## src/rtl/coin_latch_counter_if.sv

```systemverilog
// Bus between the CPU output-decode logic and coin_latch_counter.
// The master drives the latch write strobe, address and data. The slave returns
// the latch contents and the coin/store outputs.
// Optional feature macro: COIN_LATCH_OVF_EN adds the per-channel coin_ovf flags.
interface coin_latch_counter_if #(
    parameter int ADDR_W   = 3,
    parameter int NUM_COIN = 2
);
    logic                     OUTn;
    logic [ADDR_W-1:0]        BA;
    logic                     BD;
    logic [(2**ADDR_W)-1:0]   q;
    logic [NUM_COIN-1:0]      coin_out;
    logic [NUM_COIN-1:0]      coin_busy;
    logic                     store_pulse;
`ifdef COIN_LATCH_OVF_EN
    logic [NUM_COIN-1:0]      coin_ovf;

    modport master (output OUTn, BA, BD,
                    input  q, coin_out, coin_busy, store_pulse, coin_ovf);
    modport slave  (input  OUTn, BA, BD,
                    output q, coin_out, coin_busy, store_pulse, coin_ovf);
`else
    modport master (output OUTn, BA, BD,
                    input  q, coin_out, coin_busy, store_pulse);
    modport slave  (input  OUTn, BA, BD,
                    output q, coin_out, coin_busy, store_pulse);
`endif
endinterface

```

## src/rtl/coin_latch_counter.sv

```systemverilog
// coin_latch_counter: addressable output latch (259-style) with per-channel
// coin-counter pulse shaping and an NVRAM store strobe.
// Each 0->1 edge on a coin bit queues one count. Each count is played out as a
// PULSE_CYC-cycle high pulse followed by at least GAP_CYC low cycles.
// Optional feature macro: COIN_LATCH_OVF_EN adds sticky per-channel overflow
// flags (coin_ovf) for increments dropped at pending-count saturation.
module coin_latch_counter #(
    parameter int                    ADDR_W    = 3,
    parameter logic [(2**ADDR_W)-1:0] RESET_VAL = {(2**ADDR_W){1'b0}},
    parameter int                    NUM_COIN  = 2,
    parameter int                    COIN_BASE = 5,
    parameter int                    PULSE_CYC = 16,
    parameter int                    GAP_CYC   = 16,
    parameter int                    CNT_W     = 4
) (
    input  logic                 clk,
    input  logic                 reset,
    coin_latch_counter_if.slave  bus
);
    localparam int NBITS   = 2**ADDR_W;
    localparam int TMR_MAX = (PULSE_CYC > GAP_CYC) ? PULSE_CYC : GAP_CYC;
    localparam int TMR_W   = $clog2(TMR_MAX + 1);

    localparam logic [1:0] ST_IDLE  = 2'd0;
    localparam logic [1:0] ST_PULSE = 2'd1;
    localparam logic [1:0] ST_GAP   = 2'd2;

    localparam logic [TMR_W-1:0] PULSE_LOAD = TMR_W'(PULSE_CYC - 1);
    localparam logic [TMR_W-1:0] GAP_LOAD   = TMR_W'(GAP_CYC - 1);
    localparam logic [TMR_W-1:0] TMR_ZERO   = {TMR_W{1'b0}};
    localparam logic [TMR_W-1:0] TMR_ONE    = {{(TMR_W-1){1'b0}}, 1'b1};
    localparam logic [CNT_W-1:0] CNT_ZERO   = {CNT_W{1'b0}};
    localparam logic [CNT_W-1:0] CNT_ONE    = {{(CNT_W-1){1'b0}}, 1'b1};
    localparam logic [CNT_W-1:0] CNT_MAX    = {CNT_W{1'b1}};

    logic [NBITS-1:0]    q_r;
    logic [NBITS-1:0]    q_nxt_s;
    logic [NBITS-1:0]    hist_r;
    logic [NBITS-1:0]    rise_s;
    logic                store_r;
    logic                store_nxt_s;
    logic [NUM_COIN-1:0] inc_s;
    logic [NUM_COIN-1:0] start_s;
    logic [NUM_COIN-1:0] drop_s;
    logic [NUM_COIN-1:0] coin_out_r;
    logic [NUM_COIN-1:0] busy_r;
    logic [NUM_COIN-1:0] busy_nxt_s;

    logic [1:0]          state_r     [NUM_COIN];
    logic [1:0]          state_nxt_s [NUM_COIN];
    logic [TMR_W-1:0]    timer_r     [NUM_COIN];
    logic [TMR_W-1:0]    timer_nxt_s [NUM_COIN];
    logic [CNT_W-1:0]    pend_r      [NUM_COIN];
    logic [CNT_W-1:0]    pend_nxt_s  [NUM_COIN];

    // Latch write: only the addressed bit changes, and only while OUTn is low
    always_comb begin
        q_nxt_s = q_r;
        if (!bus.OUTn) begin
            q_nxt_s[bus.BA] = bus.BD;
        end else begin
            q_nxt_s = q_r;
        end
    end

    // Rising edges of the latch bits and the store condition edge
    always_comb begin
        rise_s      = q_r & ~hist_r;
        store_nxt_s = (q_nxt_s[3] & ~q_nxt_s[2]) & ~(q_r[3] & ~q_r[2]);
        for (int i = 0; i < NUM_COIN; i++) begin
            inc_s[i] = rise_s[COIN_BASE + i];
        end
    end

    // Per-channel sequencing: pulse/gap timing and pending-count bookkeeping
    always_comb begin
        start_s    = {NUM_COIN{1'b0}};
        drop_s     = {NUM_COIN{1'b0}};
        busy_nxt_s = {NUM_COIN{1'b0}};
        for (int i = 0; i < NUM_COIN; i++) begin
            state_nxt_s[i] = state_r[i];
            timer_nxt_s[i] = timer_r[i];
            pend_nxt_s[i]  = pend_r[i];
            case (state_r[i])
                ST_IDLE: begin
                    if (pend_r[i] != CNT_ZERO) begin
                        state_nxt_s[i] = ST_PULSE;
                        timer_nxt_s[i] = PULSE_LOAD;
                        start_s[i]     = 1'b1;
                    end else begin
                        timer_nxt_s[i] = TMR_ZERO;
                    end
                end
                ST_PULSE: begin
                    if (timer_r[i] == TMR_ZERO) begin
                        state_nxt_s[i] = ST_GAP;
                        timer_nxt_s[i] = GAP_LOAD;
                    end else begin
                        timer_nxt_s[i] = timer_r[i] - TMR_ONE;
                    end
                end
                ST_GAP: begin
                    if (timer_r[i] != TMR_ZERO) begin
                        timer_nxt_s[i] = timer_r[i] - TMR_ONE;
                    end else if (pend_r[i] != CNT_ZERO) begin
                        state_nxt_s[i] = ST_PULSE;
                        timer_nxt_s[i] = PULSE_LOAD;
                        start_s[i]     = 1'b1;
                    end else begin
                        state_nxt_s[i] = ST_IDLE;
                        timer_nxt_s[i] = TMR_ZERO;
                    end
                end
                default: begin
                    state_nxt_s[i] = ST_IDLE;
                    timer_nxt_s[i] = TMR_ZERO;
                end
            endcase

            // A count arriving while one is consumed leaves the total unchanged
            if (inc_s[i] && start_s[i]) begin
                pend_nxt_s[i] = pend_r[i];
            end else if (inc_s[i]) begin
                if (pend_r[i] != CNT_MAX) begin
                    pend_nxt_s[i] = pend_r[i] + CNT_ONE;
                end else begin
                    pend_nxt_s[i] = pend_r[i];
                    drop_s[i]     = 1'b1;
                end
            end else if (start_s[i]) begin
                pend_nxt_s[i] = pend_r[i] - CNT_ONE;
            end else begin
                pend_nxt_s[i] = pend_r[i];
            end

            busy_nxt_s[i] = (state_nxt_s[i] != ST_IDLE) || (pend_nxt_s[i] != CNT_ZERO);
        end
    end

    // State registers; outputs are registered from next-state values
    always_ff @(posedge clk or posedge reset) begin
        if (reset) begin
            q_r        <= RESET_VAL;
            hist_r     <= RESET_VAL;
            store_r    <= 1'b0;
            coin_out_r <= {NUM_COIN{1'b0}};
            busy_r     <= {NUM_COIN{1'b0}};
            for (int i = 0; i < NUM_COIN; i++) begin
                state_r[i] <= ST_IDLE;
                timer_r[i] <= TMR_ZERO;
                pend_r[i]  <= CNT_ZERO;
            end
        end else begin
            q_r     <= q_nxt_s;
            hist_r  <= q_r;
            store_r <= store_nxt_s;
            busy_r  <= busy_nxt_s;
            for (int i = 0; i < NUM_COIN; i++) begin
                state_r[i]    <= state_nxt_s[i];
                timer_r[i]    <= timer_nxt_s[i];
                pend_r[i]     <= pend_nxt_s[i];
                coin_out_r[i] <= (state_nxt_s[i] == ST_PULSE);
            end
        end
    end

    assign bus.q           = q_r;
    assign bus.coin_out    = coin_out_r;
    assign bus.coin_busy   = busy_r;
    assign bus.store_pulse = store_r;

`ifdef COIN_LATCH_OVF_EN
    logic [NUM_COIN-1:0] ovf_r;
    logic [NUM_COIN-1:0] ovf_clr_s;

    // Overflow flag clears on a 1-write to the channel's own bit while it is idle
    always_comb begin
        ovf_clr_s = {NUM_COIN{1'b0}};
        for (int i = 0; i < NUM_COIN; i++) begin
            ovf_clr_s[i] = !bus.OUTn && (bus.BA == ADDR_W'(COIN_BASE + i)) && bus.BD && !busy_r[i];
        end
    end

    // Sticky overflow flags: a dropped increment wins over a clear
    always_ff @(posedge clk or posedge reset) begin
        if (reset) begin
            ovf_r <= {NUM_COIN{1'b0}};
        end else begin
            ovf_r <= drop_s | (ovf_r & ~ovf_clr_s);
        end
    end

    assign bus.coin_ovf = ovf_r;
`else
    logic unused_drop_s;
    assign unused_drop_s = |drop_s;
`endif

endmodule

```

## src/flat_wrapper.sv

```systemverilog
// flat-port wrapper written by rule: the top's interface ports become plain ports
module coin_latch_counter_flat 
#(
    parameter int                    ADDR_W    = 3,
    parameter logic [(2**ADDR_W)-1:0] RESET_VAL = {(2**ADDR_W){1'b0}},
    parameter int                    NUM_COIN  = 2,
    parameter int                    COIN_BASE = 5,
    parameter int                    PULSE_CYC = 16,
    parameter int                    GAP_CYC   = 16,
    parameter int                    CNT_W     = 4
)
  (clk, reset, bus_OUTn, bus_BA, bus_BD, bus_q, bus_coin_out, bus_coin_busy, bus_store_pulse);
  coin_latch_counter_if #(.ADDR_W(ADDR_W), .NUM_COIN(NUM_COIN)) bus_i ();
  input  logic clk;
  input  logic reset;
  input wire logic [$bits(bus_i.OUTn)-1:0] bus_OUTn;
  input wire logic [$bits(bus_i.BA)-1:0] bus_BA;
  input wire logic [$bits(bus_i.BD)-1:0] bus_BD;
  output wire logic [$bits(bus_i.q)-1:0] bus_q;
  output wire logic [$bits(bus_i.coin_out)-1:0] bus_coin_out;
  output wire logic [$bits(bus_i.coin_busy)-1:0] bus_coin_busy;
  output wire logic [$bits(bus_i.store_pulse)-1:0] bus_store_pulse;
  assign bus_i.OUTn = bus_OUTn;
  assign bus_i.BA = bus_BA;
  assign bus_i.BD = bus_BD;
  assign bus_q = bus_i.q;
  assign bus_coin_out = bus_i.coin_out;
  assign bus_coin_busy = bus_i.coin_busy;
  assign bus_store_pulse = bus_i.store_pulse;
  coin_latch_counter #(.ADDR_W(ADDR_W), .RESET_VAL(RESET_VAL), .NUM_COIN(NUM_COIN), .COIN_BASE(COIN_BASE), .PULSE_CYC(PULSE_CYC), .GAP_CYC(GAP_CYC), .CNT_W(CNT_W)) u_core (.clk(clk), .reset(reset), .bus(bus_i));
endmodule
```

## config.mk

```make
export PLATFORM = sky130hd
export DESIGN_NAME = coin_latch_counter_flat
export DESIGN_NICKNAME = d
export VERILOG_FILES = /design/src/rtl/coin_latch_counter_if.sv /design/src/rtl/coin_latch_counter.sv /design/src/flat_wrapper.sv
export SDC_FILE = /design/constraint.sdc
export NUM_CORES = 1
export LEC_CHECK = 0
export ABC_AREA = 0
export BUFFER_PORTS_ARGS = -buffer_cell sky130_fd_sc_hd__buf_2
export CAP_MARGIN = 20
export CORE_MARGIN = 3
export CORE_UTILIZATION = 65
export CTS_BUF_LIST = sky130_fd_sc_hd__clkbuf_8
export CTS_CLUSTER_DIAMETER = 30
export DETAILED_ROUTE_END_ITERATION = 7
export GPL_TIMING_DRIVEN = 0
export PLACE_DENSITY = 0.88
export RECOVER_POWER = 50
export SLEW_MARGIN = 10
export SYNTH_ARGS = -nofsm -noshare
export SYNTH_HDL_FRONTEND = slang
export SYNTH_SLANG_ARGS = --single-unit
```

## constraint.sdc

```tcl
create_clock -name clk -period 5.3 [get_ports clk]
set_input_delay 1.59 -clock clk [delete_from_list [all_inputs] [get_ports clk]]
set_output_delay 1.59 -clock clk [all_outputs]
set_load 0.01 [all_outputs]
```

* Word-level counts from Yosys, hierarchy flattened
Cells that the tools add are included. Widths: inputs -> output; s select.
Storage, ports and cells: register bits after elaboration 42, bits in latches 0, bits in writable memories 0, ROM bits 0, output and inout port bits 13, word-level logic and storage cells 89, memories kept 0
Cells by class: add/subtract/negate cells 6, multiply operators 0, div/mod/pow operators 0, magnitude comparators 2, equality and inequality tests 8, shift operators 0, multiplexer cells 36, bitwise gates (word level) 8, reductions and logical operators 17
Operators with widths (count):
- $mux 4 | 11
- $pmux 5 s3 | 2
- $mux 5 | 4
- $reduce_bool 4->1 | 4
- $mux 2 | 6
- $pmux 2 s3 | 2
- $logic_not 5->1 | 2
- $reduce_bool 5->1 | 2
- $sub 5x1->5 const B | 2
- $add 4x1->4 const B | 2
- $bwmux 8 | 1
- $eq 2x1->1 const B | 4
- $ne 4x4->1 const B | 2
- $sub 4x1->4 const B | 2
- $and 7x7->7 | 1
- $mux 1 | 7
- $not 7->7 | 1
- $eq 2x2->1 const B | 2
- $logic_not 2->1 | 2
- $lt 3x4->1 const B | 1
- $pmux 1 s2 | 2
- $reduce_bool 2->1 | 2
- $and 1x1->1 | 3
- $demux 1 s3 | 1
- other kinds (4) | 9

* Depth between registers and ports, before layout
depth after elaboration 9, gate-level depth with buffers 8

* Worst setup path before layout
No wires, ideal clock.
kind register to register, start point register u_core.timer_r[0] in the netlist's numbering, end point register u_core.busy_r[1] (netlist: u_core.bus.coin_busy[1]), arrival time 2.438 ns, setup slack 2.724 ns, stages on the path, launching flop included 9, period minus slack after synthesis 2.576 ns, cell sequence dfrtp_1 -> inv_1 -> ha_1 -> or4b_1 -> buf_2 -> a2111oi_4 -> o22ai_1 -> or3_1 -> or4b_1
RTL lines:
- from (decl) | line coin_latch_counter.sv:51 | logic [TMR_W-1:0] timer_r [NUM_COIN];
- from (signal, indexed assignment) | line coin_latch_counter.sv:160 | timer_r[i] <= timer_nxt_s[i];
- to (signal assigned) | line coin_latch_counter.sv:147 | busy_r <= {NUM_COIN{1'b0}};
- to (signal assigned) | line coin_latch_counter.sv:157 | busy_r <= busy_nxt_s;
- to (decl) | line coin_latch_counter.sv:46 | logic [NUM_COIN-1:0] busy_r;

* Worst setup path after layout
start point register u_core.timer_r[5] in the netlist's numbering, end point register u_core.busy_r[0] (netlist: u_core.bus.coin_busy[0])
On the way: word-level cells in the longest chain between the ends 8, elaborated cells on any way between the ends 14, classes of those cells mux (8); reduce/logical (6)
RTL lines:
- $reduce_bool 5->1 | line coin_latch_counter.sv:103 | if (timer_r[i] != TMR_ZERO) begin
- $mux 1 | line coin_latch_counter.sv:103
- $pmux 1 s2 | line coin_latch_counter.sv:84 | case (state_r[i])
- $mux 4 | line coin_latch_counter.sv:130 | end else if (start_s[i]) begin
- $mux 4 | line coin_latch_counter.sv:123 | end else if (inc_s[i]) begin
- $mux 4 | line coin_latch_counter.sv:121 | if (inc_s[i] && start_s[i]) begin
- $reduce_bool 4->1 | line coin_latch_counter.sv:136 | busy_nxt_s[i] = (state_nxt_s[i] != ST_IDLE) || (pend_nxt_s[i] != CNT_ZERO);
- $logic_or 1x1->1 (*) | line coin_latch_counter.sv:136
- via u_core.busy_nxt_s[0] | line coin_latch_counter.sv:47 | logic [NUM_COIN-1:0] busy_nxt_s;
Mark *: on every way through the listed nets, which the timed path passes. The rest lies on a longest branch. A chain may end at the register's enable or synchronous reset.

==> impl_results.rst <==
.. list-table::
   :header-rows: 1

   * - Metric
     - Value
   * - Total overflow reported by the global router
     - 0
   * - Global-route track usage on met3
     - 6.65%
   * - Overall track demand over capacity in global routing
     - 23.9%
   * - DRT Pass-1 Iters
     - 4
   * - Slew of the pin with the lowest slew margin
     - 1.34 ns
   * - Ratio of cells with drive above 1 in the final layout
     - 17.6%
   * - Peak VDD IR
     - 341 uV
   * - WL/cell
     - 14.9 microns
   * - Fraction of met1 tracks used by global routing
     - 27.6%
   * - Placer congestion estimate
     - 0.814
   * - Sequential element share of the synthesized area
     - 44.0%
   * - Cts-stage hold buffer count
     - 0
   * - Synthesized instance count
     - 212
   * - Setup fix buffers added after clock tree synthesis
     - 0
   * - FFs w/ async S/R, synth
     - 100%
   * - Count of cells along the worst hold path
     - 0
   * - Synth Area in Adders
     - 4.76%
   * - Final count of hold timing violations
     - 0
   * - Horizontal die dimension
     - 62.9 microns
   * - Global-route wire length before repair
     - 7400 microns
   * - Nature of the critical path startpoint
     - register
   * - Die Area
     - 3960 sq um
   * - Average cell area after synthesis
     - 9.93 sq um
   * - Placement row count
     - 20
   * - Minimum clock period
     - 2.92 ns
   * - Data arrival time of the critical path
     - 3.08 ns
   * - Most common flop cell mapped by yosys
     - dfrtp_1
   * - Area of the placeable core
     - 3080 sq um
   * - Class of the tightest hold or removal check
     - reg -> reg
   * - Total CTS buffers
     - 5
   * - Max-slew violation count
     - 0
   * - Sink count of the clock tree
     - 37
   * - Reg-to-reg endpoint
     - u_core.bus.coin_busy[0]$_DFF_PP0_
   * - Vias per std cell
     - 5.97
   * - Area after detailed placement
     - 2250 sq um
   * - Vias in the first global route
     - 1,675
   * - Synth Area in Simple Gates
     - 20.2%
   * - Share of the synthesized area in compound gates (AO/OA/AOI/OAI)
     - 19.1%
   * - Critical path capture point type
     - register
   * - Top-Level Pins
     - 20
   * - Port Buffer Count
     - 19
   * - Final instance area
     - 2370 sq um
   * - Hpwl dp
     - 2890 microns
   * - Final setup violation count
     - 0
   * - Most utilized layer in the global route result
     - met2
   * - Post-synth design cell area
     - 2100 sq um
   * - Fillcell total
     - 217
   * - Number of H-tree levels
     - 2
   * - GR Util met2
     - 40.7%
   * - Post-route antenna net violation count
     - 0
   * - Worst slew margin relative to its limit
     - 10.7%
   * - Library cell used as clock root buffer
     - clkbuf_8
   * - Maxcap violations
     - 0
   * - Count of inserted antenna diode cells
     - 0
   * - Cell types occupying the most area after synthesis
     - dfrtp_1, ha_1, mux2_2
   * - Commonest non-fill, non-tap cell in the layout
     - dfrtp_1
   * - Clock latency on the worst-skew pair
     - 0.29 ns
   * - Net Count, Synth
     - 227
   * - Xor and xnor fraction of the mapped netlist area
     - 2.50%
   * - Share of the clock period used by the worst path
     - 55.1%
   * - Clock transition at path regs
     - 0.08 ns
   * - Starting Density
     - 68.4%
   * - CP max FO
     - 10
   * - 1st-iter DRT viols
     - 47
   * - Worst setup path class
     - reg -> reg
   * - Run status
     - completed
   * - Yosys top cell area share
     - 44.0%
   * - Fmax
     - 0.343 GHz
   * - Synth cell types
     - 49
   * - Vias after detailed routing
     - 1,690
   * - Commonest non-fill, non-tap cells in the layout
     - dfrtp_1, buf_2, a21oi_1, inv_1
   * - Initial antenna violation count
     - 0
   * - Post-cts resize count
     - 0
   * - Mux cell area share after synthesis
     - 5.23%
   * - Number of cells on the worst reg-to-reg path
     - 8
   * - Setup clock skew after layout
     - 0.00697 ns
   * - Number of buffers on the longest clock path
     - 2
   * - Detailed-route DRC error count
     - 0
   * - Setup_tns
     - 0 ns
   * - Synthesis Warnings
     - 0
   * - Most area-hungry cell type in the Yosys netlist
     - dfrtp_1
   * - Minimum hold slack
     - 0.412 ns
   * - Post-layout net count
     - 253
   * - Detailed-route wire length
     - 4230 microns
   * - Total leakage power
     - 1.02 nW
   * - R2R setup slack
     - 2.38 ns
   * - Pin count of the biggest net entering global routing
     - 38
   * - Critical hold path startpoint
     - u_core.bus.q[5]$_DFFE_PP0P_
   * - EDFF count, synth
     - 0
   * - Clock tree from TritonCTS
     - done
   * - Required @ worst endpoint
     - 5.46 ns
   * - Signed area change from the synthesized netlist to the final layout
     - 12.7%
   * - PwrDens
     - 553 nW/um^2
   * - Startpoint of the worst-slack reg-to-reg timing path
     - u_core.timer_r[5]$_DFF_PP0_
   * - Die Y
     - 62.9 microns
   * - Number of synthesized register bits
     - 37
   * - RSZ-0062 raised after global routing
     - no
   * - Main combinational cell family by area after synthesis
     - simple AND/OR/NAND/NOR gates
   * - Worst Hold Endpoint
     - u_core.hist_r[5]$_DFF_PP0_
## state kept, by name, summed over array words and instances (netlist names)
signal / count
u_core.timer_r: 10
u_core.bus.q: 8
u_core.pend_r: 8
u_core.state_r: 4
u_core.bus.coin_busy: 2
u_core.bus.coin_out: 2
u_core.hist_r: 2
u_core.bus.store_pulse: 1
## through the flow
step / setup WS [ns] / util, % / power [W] / cells
after floorplan: 2.72 / - / 0.000909 / 212
after global placement: 2.45 / 73.3 / 0.00101 / 275
after detailed placement: 2.52 / 73.3 / 0.00104 / 275
after CTS: 2.47 / 77.2 / 0.00131 / 283
after global routing: 2.12 / 77.1 / 0.00142 / 283
final: 2.38 / 77.1 / 0.00131 / 283
## layer usage
layer / vias to the layer above / part of all wire, %
li1: 835 / -
met1: 796 / 44
met2: 47 / 48
met3: 12 / 5.3
met4: 0 / 2.1
met5: - / 0
## synthesized netlist by cell type (all sizes together), types with 3 or more instances
library cell,number
nand2b,5
a211oi,4
dfrtp,37
xnor2,6
o21a,4
mux2,8
nor2,13
nor4,5
o31ai,3
nor3,6
nor3b,3
nand3,4
ha,8
a21oi,17
o21ai,5
or3,3
a21o,3
and3,5
clkbuf,5
buf,3
nor2b,3
inv,15
or4b,4
nand2,13
## area by class of cell
| cell class | instances | area [sq um] | area share, % |
|---|---|---|---|
| Tap cell | 44 | 55.1 | 2.32 |
| Multi-Input combinational cell | 152 | 1090 | 45.9 |
| Clock buffer | 6 | 82.6 | 3.48 |
| Timing Repair Buffer | 19 | 95.1 | 4.01 |
| Sequential cell | 37 | 926 | 39.0 |
| Clock inverter | 2 | 37.5 | 1.58 |
| Buffer | 8 | 30.0 | 1.27 |
| Inverter | 15 | 56.3 | 2.37 |
## cell families after synthesis
family	count (synthesis)
adders and majority gates	8
and+or+nand+nor	75
buffers and inverters	23
xor gates and xnor gates	6
DFF	37
AOI/OAI and AO/OA	53
muxes	10
## worst max-delay path by stage
stage,start,end,slack [ns],depth (start not counted)
final,u_core.timer_r[5]$_DFF_PP0_,u_core.bus.coin_busy[0]$_DFF_PP0_,2.38,8
after global routing,u_core.timer_r[5]$_DFF_PP0_,u_core.bus.coin_busy[0]$_DFF_PP0_,2.12,8
after CTS,u_core.timer_r[0]$_DFF_PP0_,u_core.bus.coin_busy[1]$_DFF_PP0_,2.47,8
after detailed placement,u_core.timer_r[0]$_DFF_PP0_,u_core.bus.coin_busy[1]$_DFF_PP0_,2.52,8
after global placement,reset,u_core.timer_r[4]$_DFF_PP0_,2.45,2
after floorplan,u_core.timer_r[0]$_DFF_PP0_,u_core.bus.coin_busy[1]$_DFF_PP0_,2.72,8
## where the power goes
part	switching (W)	leakage (nW)	internal, W
Combinational	0.000325	0.537	0.000253
Sequential	0.0000937	0.424	0.000385
Clock	0.000103	0.0574	0.000153
Total	0.000521	1.02	0.000791
## worst max-delay path, cell delays in order, from the launching register on
cell and delay (ns):
dfrtp_1 0.40, inv_1 0.10, ha_1 0.19, or4b_1 0.45, clkbuf_1 0.25, a211oi_2 0.55
nor3b_1 0.31, o31ai_1 0.14, or4_1 0.40
No activity file was read; power rests on OpenSTA's default activity.
